$ cat src/rtl/demux6_reg_pkg.sv
// Shared definitions for the registered 1-to-6 demultiplexer.
//   NCH      : number of output channels
//   onehot6  : 1 when a select vector has exactly one bit set (a legal select)
//   slice_lo : low bit index of channel ch inside a packed NCH*dw data bus
package demux6_reg_pkg;

    localparam int NCH = 6;

    function automatic logic onehot6(input logic [NCH-1:0] sel);
        return $countones(sel) == 1;
    endfunction

    function automatic int slice_lo(input int ch, input int dw);
        return ch * dw;
    endfunction

endpackage

$ cat src/rtl/demux_slot.sv
// One-entry holding register with a valid/ready output side.
//   clk, reset : clock, asynchronous active-high reset
//   push       : load din this cycle (wins over a pop)
//   din        : incoming beat data
//   pop_ready  : downstream ready for this slot
//   valid      : slot holds a beat
//   dout       : held beat; only changes on push
//   can_take   : slot is empty or is draining this cycle
module demux_slot #(
    parameter int DW = 1
) (
    input  logic          clk,
    input  logic          reset,
    input  logic          push,
    input  logic [DW-1:0] din,
    input  logic          pop_ready,
    output logic          valid,
    output logic [DW-1:0] dout,
    output logic          can_take
);

    // A full slot whose beat leaves this cycle can accept a replacement,
    // giving one beat per cycle of throughput.
    assign can_take = ~valid | pop_ready;

    always_ff @(posedge clk or posedge reset) begin
        if (reset) begin
            valid <= 1'b0;
            dout  <= '0;
        end else if (push) begin
            valid <= 1'b1;
            dout  <= din;
        end else if (pop_ready) begin
            valid <= 1'b0;
        end
    end

endmodule

$ cat src/rtl/demux6_reg.sv
// Registered 1-to-6 demultiplexer with one-hot destination select.
//   clk, reset : clock, asynchronous active-high reset
//   in_valid   : input beat valid
//   in_sel     : one-hot destination select, bit i -> channel i
//   in_data    : input beat data
//   in_ready   : input beat accepted when in_valid & in_ready
//   out_valid  : per-channel valid
//   out_data   : channel i at [i*DW +: DW]
//   out_ready  : per-channel downstream ready
//   err        : sticky, set on any dropped (illegal-select) beat
//   drop_count : saturating count of dropped beats
module demux6_reg
    import demux6_reg_pkg::*;
#(
    parameter int DW = 1,
    parameter int CW = 8
) (
    input  logic              clk,
    input  logic              reset,
    input  logic              in_valid,
    input  logic [NCH-1:0]    in_sel,
    input  logic [DW-1:0]     in_data,
    output logic              in_ready,
    output logic [NCH-1:0]    out_valid,
    output logic [NCH*DW-1:0] out_data,
    input  logic [NCH-1:0]    out_ready,
    output logic              err,
    output logic [CW-1:0]     drop_count
);

    logic           legal;
    logic           drop;
    logic [NCH-1:0] can_take;
    logic [NCH-1:0] push;

    assign legal = onehot6(in_sel);

    // Illegal selects are always consumed so the upstream never stalls on them.
    // Deliberately independent of in_valid.
    assign in_ready = legal ? |(in_sel & can_take) : 1'b1;

    assign push = {NCH{in_valid & in_ready & legal}} & in_sel;
    assign drop = in_valid & ~legal;

    for (genvar i = 0; i < NCH; i++) begin : g_slot
        demux_slot #(.DW(DW)) u_slot (
            .clk       (clk),
            .reset     (reset),
            .push      (push[i]),
            .din       (in_data),
            .pop_ready (out_ready[i]),
            .valid     (out_valid[i]),
            .dout      (out_data[slice_lo(i, DW) +: DW]),
            .can_take  (can_take[i])
        );
    end

    always_ff @(posedge clk or posedge reset) begin
        if (reset) begin
            err        <= 1'b0;
            drop_count <= '0;
        end else if (drop) begin
            err <= 1'b1;
            if (drop_count != {CW{1'b1}})
                drop_count <= drop_count + 1'b1;
        end
    end

endmodule

$ cat config.mk
export PLATFORM = sky130hd
export DESIGN_NAME = demux6_reg
export DESIGN_NICKNAME = d
export VERILOG_FILES = /design/src/rtl/demux6_reg_pkg.sv /design/src/rtl/demux_slot.sv /design/src/rtl/demux6_reg.sv
export SDC_FILE = /design/constraint.sdc
export NUM_CORES = 1
export LEC_CHECK = 0
export BUFFER_PORTS_ARGS = -buffer_cell sky130_fd_sc_hd__clkbuf_2
export CAP_MARGIN = 30
export CORE_ASPECT_RATIO = 0.5
export CORE_UTILIZATION = 30
export DETAILED_ROUTE_END_ITERATION = 12
export GPL_ROUTABILITY_DRIVEN = 1
export HOLD_SLACK_MARGIN = 0.1
export PLACE_DENSITY = 0.57
export RECOVER_POWER = 50
export SLEW_MARGIN = 20
export SYNTH_ARGS = -nofsm -noshare
export SYNTH_HDL_FRONTEND = slang
export SYNTH_SLANG_ARGS = --single-unit
$ cat constraint.sdc
create_clock -name clk -period 8.4 [get_ports clk]
set_input_delay 1.68 -clock clk [delete_from_list [all_inputs] [get_ports clk]]
set_output_delay 1.68 -clock clk [all_outputs]
set_load 0.01 [all_outputs]
After elaboration in Yosys (flattened, before gate mapping)
Index checks and enable logic that the tools add are counted.
{"block": "word_totals", "inputBits": 16, "ff_bits": 21, "wordCells": 61}
{"block": "classes", "n_reduce_logical": 8, "n_mux": 13, "addsub": 6, "bitwise_logic": 18, "eq_ne": 2}
{"cell": "1-bit two-way mux", "n": 13}
{"cell": "6-bit AND", "n": 2}
{"cell": "2-bit nonzero test", "n": 6}
{"cell": "8-bit by 1-bit adder with 8-bit output (second input constant)", "n": 1}
{"cell": "8-bit inequality test (second input constant)", "n": 1}
{"cell": "1-bit inverter", "n": 7}
{"cell": "1-bit by 1-bit adder with 2-bit output", "n": 3}
{"cell": "1-bit bitwise OR", "n": 6}
{"cell": "6-bit OR reduction", "n": 1}
{"cell": "3-bit by 2-bit adder with 4-bit output", "n": 1}
{"cell": "4-bit by 1-bit == test with 1-bit output (second input constant)", "n": 1}
{"cell": "2-bit by 2-bit adder with 3-bit output", "n": 1}
{"cell": "1-bit AND", "n": 3}
{"cell": "2-bit AND reduction", "n": 1}

Depth between registers and ports, before layout
{"block": "logic_depth", "ltp_word": 9, "depth_mapped": 10, "ltp_nobuf": 10}

By module
A second synthesis with hierarchy kept.
{"block": "unflattened", "cells_unflattened": 103, "hier_area_um2": 1148.6}
{"module": "demux6_reg", "seq_area_each_um2": 225.2, "instances": 1, "cells_per_inst": 67, "area_each_um2": 645.6}
{"module": "demux_slot", "seq_area_each_um2": 50.0, "instances": 6, "cells_per_inst": 6, "area_each_um2": 83.8}

Worst setup path before layout
Ideal clock, no wire load.
{"block": "synth_timing", "kind": "input -> output", "startpoint": "input in_sel[0]", "endpoint": "output in_ready", "stages": 8, "arrival_ns": 4.005, "required_time_ns": 6.720, "slack_ns": 2.715, "path_cell_list": "inv_1 > fa_1 > fa_1 > inv_1 > ha_1 > fa_1 > or3b_1 > nand4b_1"}
{"block": "synth_via", "elab_chain_len": 5}
{"item": "from (decl)", "line": "demux6_reg.sv:21", "text": "input logic [NCH-1:0] in_sel,"}
{"item": "1-bit by 1-bit adder with 2-bit output (not written as such)", "line": "demux6_reg_pkg.sv:10", "text": "return $countones(sel) == 1;"}
{"item": "2-bit by 2-bit adder with 3-bit output (not written as such)", "line": "demux6_reg_pkg.sv:10"}
{"item": "3-bit by 2-bit adder with 4-bit output (not written as such)", "line": "demux6_reg_pkg.sv:10"}
{"item": "4-bit by 1-bit == test with 1-bit output", "line": "demux6_reg_pkg.sv:10"}
{"item": "1-bit two-way mux *", "line": "demux6_reg.sv:40", "text": "assign in_ready = legal ? |(in_sel & can_take) : 1'b1;"}
{"item": "to (decl)", "line": "demux6_reg.sv:23", "text": "output logic in_ready,"}
Mark *: on every way between the ends. The rest lies on a longest branch, timed or not.

Worst setup path in the final report
Ends and elaborated chain as after synthesis.

==> results.json <==
{
  "status": "complete, no violations",
  "route.antenna.remaining_nets": 0,
  "clk_pin_slew_ns": 0.07,
  "setup_viol": 0,
  "numCtsBuffers": 3,
  "yosysWarnings": 0,
  "cts_tree": "done",
  "worst_hold_slack_ns": 0.4629,
  "die_x_um": 92.14,
  "min_period_ns": 6.060,
  "fin_crit_sh_pct": 72.15,
  "tightest_slew_ns": 0.7188,
  "synthCells": 107,
  "rrSetupSlack_ns": 6.87,
  "placementRows": 15,
  "worstSkewPairLatency_ns": 0.26,
  "path_max_fanout": 3,
  "initial_core_util_pct": 33.30,
  "dieArea_sq_um": 4337,
  "overflow": 0,
  "drive_gt1_share_pct": 29.20,
  "wire_per_inst_um": 12.15,
  "leakage_nw": 0.7247,
  "tns_ns": 0,
  "diodes": 0,
  "nets": 159,
  "ys_types": 23,
  "finalHoldViolCount": 0,
  "required_ns": 6.72,
  "worstSetupPathType": "in -> out",
  "post-cts-setup-buffers": 0,
  "grt_max_degree": 22,
  "critical_path_arrival_ns": 4.38,
  "synth_nets": 128,
  "clk_path_buf_depth": 2,
  "port_buffers": 37,
  "rsz0062_at_grt": "false",
  "detailed_place_hpwl_um": 1790,
  "crit_buf_inv": 4,
  "grt_use_total_pct": 12.12,
  "worstSetupStartpointType": "primary input",
  "cpPeakStageDelay_ns": 0.49,
  "syn-cell-area_sq_um": 1219,
  "die_y_um": 47.07,
  "syn2layout_area_growth_pct": 15.91,
  "ys_ff_latch": 21,
  "io_pins": 38,
  "irDropWorstVdd_mv": 0.07112,
  "coreArea_sq_um": 3660,
  "fin_cells": 188,
  "cts-resized-gates": 0,
  "crit_top_cell": "fa_1",
  "pwr_density_cell_nw_per_um2": 254.0,
  "synth_area_per_cell_sq_um": 11.39,
  "routed_wl_um": 2284,
  "power.total_w": 0.0003588,
  "slew_headroom_pct": 52.08,
  "maxSlewViolCount": 0,
  "firstDrtPassIters": 4,
  "hold_buffers": 0,
  "worst_path_max_delay_cell": "fa_1",
  "cp_top_family": "adder cells",
  "seq_area_frac_synth_pct": 43.12,
  "viasPerCell": 4.457,
  "drc_errors": 0,
  "antenna_found_initial": 0,
  "skew_ns": 0.005321,
  "grt_pass1_vias": 825,
  "htree_levels": 1,
  "clockRootBuffer": "clkbuf_8",
  "vias": 838,
  "hold_path.class": "reg -> reg",
  "grt_pass1_wl_um": 3774,
  "worst_setup_path_end_kind": "output port",
  "fillers": 389,
  "cts_sinks": 21,
  "max-cap-violations": 0,
  "drtIter0Drc": 41,
  "crit_chain": "clkbuf_2, inv_1, fa_1, fa_1, inv_1, ha_1, fa_1, or3b_1, nand4b_1, clkbuf_2",
  "placed_cells": 183,
  "clock.fmax_mhz": 165.0,
  "globalplace.congestion": 0.7338
}
## through the flow
step | setup slack (ns) | cell area [sq um] | utilization [%]
2_1_floorplan | 2.715 | 1219 | -
3_3_place_gp | 2.389 | 1378 | 37.64
3_5_place_dp | 2.337 | 1378 | 37.64
4_1_cts | 2.330 | 1423 | 38.87
5_1_grt | 2.241 | 1413 | 38.60
6_report | 2.340 | 1413 | 38.60
## report_power, final
part	leakage, nW	internal, W	switching [W]
Combinational	0.438	0.0000587	0.0000671
Sequential	0.264	0.000135	0.0000322
Clock	0.0228	0.0000338	0.0000324
## final cells by class
| class | count | area [sq um] | area share [%] |
|---|---|---|---|
| Multi-Input combinational cell | 64 | 565.5 | 40.04 |
| Sequential cell | 21 | 525.5 | 37.20 |
| Timing Repair Buffer | 38 | 175.2 | 12.40 |
| Tap cell | 51 | 63.81 | 4.517 |
| Clock buffer | 4 | 45.04 | 3.189 |
| Inverter | 10 | 37.54 | 2.657 |
## routing by layer
metal,vias to the layer above,share of wire (%),wire length (um),GRT usage (%)
li1,407,-,-,-
met1,410,45,1020,14.56
met2,19,49,1125,20.60
met3,2,4.9,111,4.693
met4,0,1.2,28,4.688
met5,-,0,0,0
## registers in the layout (all words and copies together) (netlist names)
name,cells
g_slot.u_slot.valid,6
err,1
drop_count,8
g_slot.u_slot.dout,6
## cell families after synthesis
| logic type | count (synthesis) | share of synthesized area [%] |
|---|---|---|
| fa+ha+maj | 5 | 6.981 |
| flops | 21 | 43.12 |
| mux | 7 | 6.775 |
| xor+xnor | 7 | 5.031 |
| compound gates | 11 | 10.78 |
| buf+inv | 22 | 10.47 |
| simple gates | 34 | 16.84 |
## worst paths after layout
check,from,endpoint,cells past startpoint
min in group asynchronous,reset,g_slot[5].u_slot.valid,2
setup / recovery,in_sel[0],in_ready,10
setup reg to reg,drop_count[0],drop_count[1],4
max in group asynchronous,reset,g_slot[5].u_slot.dout,3
hold reg to reg,err,err,1
hold / removal,err,err,1
## cells in the final DEF, fill, tap and decap left out, drive strengths merged, types with 2 or more instances in the layout
master,n
a22oi,3
a31oi,6
clkbuf,42
dfrtp,21
fa,3
ha,2
inv,10
mux2,7
nand2,14
nand2b,6
nand3,4
nor2,3
nor3,3
xor2,6
## synth_stat cells
cell,number,area (sq um)
dfrtp_1,21,525.5
nand2_1,14,52.55
buf_4,12,90.09
inv_1,10,37.54
a31oi_1,6,37.54
mux2_1,6,67.56
xor2_1,6,52.55
nand3_1,4,20.02
a22oi_4,3,63.81
fa_1,3,60.06
nand2b_1,3,18.77
nand2b_4,3,41.29
nor2_1,3,11.26
nor3_1,3,15.01
ha_1,2,25.02
a21o_2,1,8.760
and4bb_4,1,16.27
mux2_4,1,15.01
nand4_2,1,12.51
nand4b_1,1,8.760
o211ai_4,1,21.27
or3b_1,1,8.760
xnor2_1,1,8.760
Note: power is estimated with default switching activity, not from simulation.
